<file path="src/rtl/fb_pattern_writer.sv">
// Fills an SDRAM frame buffer with a 16-pixel white grid over Avalon-MM bursts.
// Optional FB_CONTINUOUS_EN: refill frames back-to-back with a scrolling x offset.
module fb_pattern_writer #(
  parameter int unsigned HDISP     = 800,
  parameter int unsigned VDISP     = 480,
  parameter int unsigned BURSTSIZE = 16,
  parameter logic [31:0] BASE_ADDR = 32'h0
) (
  input  logic        clk,
  input  logic        reset,
  input  logic        start,
  output logic [31:0] address,
  output logic        write,
  output logic [31:0] writedata,
  output logic [3:0]  byteenable,
  output logic [7:0]  burstcount,
  input  logic        waitrequest,
  output logic        busy,
  output logic        done
);

  localparam int unsigned NBURSTS = HDISP * VDISP / BURSTSIZE;
  localparam int unsigned XW      = (HDISP > 1) ? $clog2(HDISP) : 1;
  localparam int unsigned YW      = (VDISP > 1) ? $clog2(VDISP) : 1;
  localparam int unsigned BW      = (BURSTSIZE > 1) ? $clog2(BURSTSIZE) : 1;
  localparam int unsigned IW      = (NBURSTS > 1) ? $clog2(NBURSTS) : 1;

  localparam logic [1:0] IDLE  = 2'd0;
  localparam logic [1:0] BURST = 2'd1;
  localparam logic [1:0] GAP   = 2'd2;

  if (BURSTSIZE == 0 || BURSTSIZE > 255) begin : g_bad_burst
    $error("fb_pattern_writer: BURSTSIZE must be 1..255");
  end
  if ((HDISP * VDISP) % BURSTSIZE != 0) begin : g_bad_geom
    $error("fb_pattern_writer: HDISP*VDISP must be a multiple of BURSTSIZE");
  end

  logic [1:0]    state_q, state_d;
  logic [XW-1:0] x_q, x_d;
  logic [YW-1:0] y_q, y_d;
  logic [BW-1:0] beat_q, beat_d;
  logic [IW-1:0] bidx_q, bidx_d;
  logic          accept;
  logic          last_burst;
  logic [7:0]    x_pat;
  logic [7:0]    y_pat;

`ifdef FB_CONTINUOUS_EN
  logic [7:0] frame_q, frame_d;
  assign x_pat = 8'(x_q) + frame_q;
`else
  assign x_pat = 8'(x_q);
`endif
  assign y_pat = 8'(y_q);

  assign write      = (state_q == BURST);
  assign busy       = (state_q != IDLE);
  assign last_burst = (bidx_q == IW'(NBURSTS - 1));
  assign done       = (state_q == GAP) && last_burst;
  assign accept     = write && !waitrequest;
  assign address    = BASE_ADDR + 32'(bidx_q) * (32'(BURSTSIZE) << 2);
  assign writedata  = (x_pat[3:0] == 4'hF || y_pat[3:0] == 4'hF) ? 32'h00FF_FFFF : 32'h0;
  assign byteenable = 4'hF;
  assign burstcount = 8'(BURSTSIZE);

  always_comb begin
    state_d = state_q;
    x_d     = x_q;
    y_d     = y_q;
    beat_d  = beat_q;
    bidx_d  = bidx_q;
`ifdef FB_CONTINUOUS_EN
    frame_d = frame_q;
`endif
    case (state_q)
      IDLE: begin
        if (start) state_d = BURST;
      end
      BURST: begin
        if (accept) begin
          // Raster advance; total beats equal HDISP*VDISP so x/y wrap to 0 with the frame.
          if (x_q == XW'(HDISP - 1)) begin
            x_d = '0;
            y_d = (y_q == YW'(VDISP - 1)) ? '0 : y_q + 1'b1;
          end else begin
            x_d = x_q + 1'b1;
          end
          if (beat_q == BW'(BURSTSIZE - 1)) begin
            beat_d  = '0;
            state_d = GAP;
          end else begin
            beat_d = beat_q + 1'b1;
          end
        end
      end
      GAP: begin
        if (last_burst) begin
          bidx_d = '0;
`ifdef FB_CONTINUOUS_EN
          frame_d = frame_q + 8'd1;
          state_d = BURST;
`else
          state_d = IDLE;
`endif
        end else begin
          bidx_d  = bidx_q + 1'b1;
          state_d = BURST;
        end
      end
      default: state_d = IDLE;
    endcase
  end

  always_ff @(posedge clk) begin
    if (reset) begin
      state_q <= IDLE;
      x_q     <= '0;
      y_q     <= '0;
      beat_q  <= '0;
      bidx_q  <= '0;
`ifdef FB_CONTINUOUS_EN
      frame_q <= '0;
`endif
    end else begin
      state_q <= state_d;
      x_q     <= x_d;
      y_q     <= y_d;
      beat_q  <= beat_d;
      bidx_q  <= bidx_d;
`ifdef FB_CONTINUOUS_EN
      frame_q <= frame_d;
`endif
    end
  end

endmodule

</file>
<file path="config.mk">
export PLATFORM = sky130hd
export DESIGN_NAME = fb_pattern_writer
export DESIGN_NICKNAME = d
export VERILOG_FILES = /design/src/rtl/fb_pattern_writer.sv
export SDC_FILE = /design/constraint.sdc
export NUM_CORES = 1
export LEC_CHECK = 0
export CAP_MARGIN = 20
export CORE_ASPECT_RATIO = 1.25
export CORE_UTILIZATION = 45
export CTS_BUF_LIST = sky130_fd_sc_hd__clkbuf_16
export DETAILED_ROUTE_END_ITERATION = 6
export PLACE_DENSITY = 0.8
export REMOVE_ABC_BUFFERS = 1
export SLEW_MARGIN = 0
export SYNTH_ARGS = -nofsm -noshare
export SYNTH_HDL_FRONTEND = slang
export SYNTH_SLANG_ARGS = --single-unit
export TNS_END_PERCENT = 10
</file>
<file path="constraint.sdc">
create_clock -name clk -period 2.45 [get_ports clk]
set_clock_uncertainty 0.2 [all_clocks]
set_input_delay 0.49 -clock clk [delete_from_list [all_inputs] [get_ports clk]]
set_output_delay 0.49 -clock clk [all_outputs]
set_load 0.05 [all_outputs]
</file>
### After elaboration in Yosys (flattened, before gate mapping)

Index checks and enable logic that the tools add are counted.

* $add $sub $neg: 4
* equal/unequal tests: 11
* multiplexer cells: 10
* reduce and logical (&&, ||, !) cells: 9

Operators by type and width (number)
* $mux W24: 1
* $add A15 B1 Y15 const B: 1
* $eq A15 B15 Y1 const B: 1
* $mux W15: 1
* $eq A4 B4 Y1 const B: 3
* $add A10 B1 Y10 const B: 1
* $eq A10 B10 Y1 const B: 1
* $mux W10: 1
* $add A9 B1 Y9 const B: 1
* $eq A9 B9 Y1 const B: 1
* $mux W9: 1
* $mux W2: 3
* $pmux W2 S3: 1
* $reduce_and A3 Y1: 2
* $add A4 B1 Y4 const B: 1
* $mux W4: 1
* $ne A2 B1 Y1 const B: 2
* $eq A2 B1 Y1 const B: 1
* $eq A2 B2 Y1 const B: 1
* $logic_and A1 B1 Y1: 2
* $logic_not A2 Y1: 1
* $ne A2 B2 Y1 const B: 1
* $reduce_and A2 Y1: 1
* $reduce_bool A2 Y1: 1
* other kinds (3): 3

* register bits: 40
* bits of input ports: 4
* output and inout bits: 79

### Logic depth before layout (Yosys ltp)

* word-level depth: 4
* depth in mapped cells: 6
* depth with buffers taken out: 5

### Worst setup path after synthesis

OpenSTA, ideal clock, no wires.

* kind: flip-flop to output port
* from: register bidx_q[3]
* to: output port done
* arrival: 2.242 ns
* data required time: 1.760 ns
* setup slack: -0.482 ns
* cell stages (with the launch flop): 4
* buffers on the path: 0
* cells stage by stage: dfxtp_1 > and3_1 > nand3_1 > nor3b_1

* longest elaborated chain between the ends: 2

RTL lines
* start: declaration: line 43 `logic [IW-1:0] bidx_q, bidx_d;`
* start signal: assignment: line 130 `bidx_q <= bidx_d;`
* $eq A15 B15 Y1: line 59 `assign last_burst = (bidx_q == IW'(NBURSTS - 1));`
* $logic_and A1 B1 Y1: line 60 `assign done = (state_q == GAP) && last_burst;`
* end: declaration: line 19 `output logic done`

Every way passes these cells.

### Worst setup path in the final report

* from: register bidx_q[2]
* to: output port address[8]

RTL lines
* end: declaration: line 12 `output logic [31:0] address,`

No word-level cell between the ends.

==> results.md <==
* Overall Global Routing Usage at 17.8%
* Die area at 0.00555 mm^2
* Pwr/cell area at 474 mW/mm^2
* I/O Buffers at 45
* Synth Flop Type: dfxtp_1
* Antenna Violating Nets Remaining at 0
* Initial DRC count at 101
* Max cap viols at 0
* Slew Limit Fails at 0
* CORE AREA at 0.00508 mm^2
* P&R area growth vs syn at 29.8%
* Crit path max-delay family: buffers and inverters
* Worst setup SP type: flop
* Root buffer cell: clkbuf_16
* Final hold slack at 286 ps
* Final HPWL DP at 3.50 mm
* Residual DRC count at 0
* Slowest-stage cell, CP: clkdlybuf4s50_1
* Dpl cells at 374
* Number of diodes at 0
* Vias at 1,998
* Synth Cell Area at 0.00237 mm^2
* Clock Latency Late Sink at 280 ps
* Post-CTS Setup Inserts at 0
* RD Place Congestion at 0.808
* Pin count of the biggest net entering global routing at 26
* Initial antenna violation count at 0
* First-pass GRT wire length at 7.74 mm
* Fin nets at 329
* WL final at 4.95 mm
* Critical-path maximum fanout at 9
* Routed wire length per instance at 12.9 um
* Via/cell ratio at 5.20
* Worst Hold Depth at 2
* Max Fclk at 423 MHz
* CTS Sinks at 40
* Fraction of registers with async set/reset at 0%
* Worst hold path class: reg2reg
* Starting Density at 46.6%
* Reg clk slew, reported paths at 60 ps
* Area contributors post-synth: dfxtp_1 34%, buf_4 19%, xor2_1 5.2%
* Syn Area/Cell at 8.19 um^2
* CTS H-tree depth at 2
* Final setup vio count at 0
* Final hold violations at 0
* Critical path buffers and inverters at 1
* Post-synthesis sequential area ratio at 33.8%
* CTS tree: yes
* WP data arrival at 1670 ps
* Leakage power at 1.15 nW
* Post-cts hold buffer count at 0
* Synth area leader: dfxtp_1
* Setup TNS at 0 ps
* End-of-flow core utilization at 60.4%
* Drt pass-1 iters at 4
* Status: finished, final reports clean
* Worst-path cell chain: clkdlybuf4s50_1
* Overflow after GRT at 0
* Fin crit share at 96.4%
* Post-Layout Cell Count at 384
* Top cells by count, synth: 60 x buf_4, 40 x dfxtp_1, 24 x nand2_1
* Die Height at 83.1 um
* Die width at 66.9 um
* Standard-cell rows at 29
* Post-route setup slack at 87.4 ps
* WP data required at 1760 ps
* CP endpoint kind: primary output
* Slew margin rel. at 40.7%
* RSZ-0062 raised after global routing: no
* Post-synthesis cell count at 289
* Vias in the first global route at 1,729
* Slew @ Worst Pin at 887 ps
* Worst reg2reg path depth at 5
* FF+latch count, synth at 40
* Clock buffer depth at 2
* Share of layout cells above drive strength 1 at 15.8%
* Yosys top cell area share at 33.8%
* I/O pin total at 83
* Post-Place Worst Slack at -402 ps
* Crit. path cell count at 1
* Kind of critical path: reg2out
* Delay of the slowest cell on the worst path at 870 ps
* Worst IR Drop VDD at 0.355 mV
* Number of synthesized flops with an enable pin at 0
* Yosys Warn Count at 0
* Count of different cell masters after synthesis at 39
* Total CTS buffers at 5
* Min Tclk post-route at 2360 ps
* Top-count cell post-synth: buf_4
-- report_power, final --
| part | internal [W] | switching [W] | leakage [nW] |
|---|---|---|---|
| Combinational | 0.0000240 | 0.000160 | 0.756 |
| Sequential | 0.000655 | 0.00000396 | 0.323 |
| Clock | 0.000369 | 0.000243 | 0.0710 |
| Total | 0.00105 | 0.000407 | 1.15 |
-- metrics by stage --
step / power, W / area (um^2)
after floorplan: 0.000827 / 2020
after global placement: 0.000854 / 2880
after detailed placement: 0.000855 / 2880
after CTS: 0.00147 / 3030
after global routing: 0.00150 / 3070
final: 0.00146 / 3070
-- state kept, by name, summed over array words and instances, names as in the netlist --
name / count
beat_q: 4
bidx_q: 15
state_q: 2
x_q: 10
y_q: 9
-- kinds of logic after synthesis --
family	synth area share, %
buffers and inverters	20.7
AND/OR/NAND/NOR	27.0
flip-flops	33.8
AO/OA/AOI/OAI	8.67
adder cells (fa/ha/maj)	2.12
XOR/XNOR	7.40
other	0.317
-- layout make-up --
| class | instances | area [um^2] |
|---|---|---|
| Fill cell | 419 | 2010 |
| Timing Repair Buffer | 57 | 825 |
| Multi-Input combinational cell | 214 | 1220 |
| Tap cell | 62 | 77.6 |
| Inverter | 3 | 11.3 |
| Clock buffer | 5 | 125 |
| Sequential cell | 40 | 801 |
| Clock inverter | 3 | 13.8 |
-- worst min-delay path, stage by stage (launching register included) --
cell and delay [ps]:
dfxtp_1 310, o21ai_0 70, a21oi_1 60
-- worst paths after layout --
path / start / to / slack [ps]
worst min register to register: beat_q[3]$_SDFFE_PP0P_ / beat_q[3]$_SDFFE_PP0P_ / 290
worst max register to register: x_q[5]$_SDFFE_PP0P_ / y_q[2]$_SDFFE_PP0P_ / 130
worst min-delay path: beat_q[3]$_SDFFE_PP0P_ / beat_q[3]$_SDFFE_PP0P_ / 290
worst max-delay path: bidx_q[2]$_SDFFE_PP0P_ / address[8] / 90
-- cell usage in the layout, fill, tap and decap left out, drive strengths merged, types with 10 or more instances in the layout --
cell type,synthesis,layout
conb,2,37
nand2,24,24
dfxtp,40,40
xor2,14,14
buf,61,37
nand3,15,15
nor2,23,23
clkdlybuf4s50,0,18
o21ai,10,10
a21oi,19,19
-- metal layers --
metal,part of all wire [%],track usage (%),up-vias
li1,-,-,966
met1,39,18.7,953
met2,55,33.1,68
met3,3.2,2.88,11
met4,2.6,8.12,0
met5,0,0,-
-- what timing repair did --
action	4_1_cts	5_1_grt
pin swaps	1	0
gates cloned	0	2
gates resized for setup	3	2
setup endpoints to repair	14	25
(Power assumes the default switching activity.)
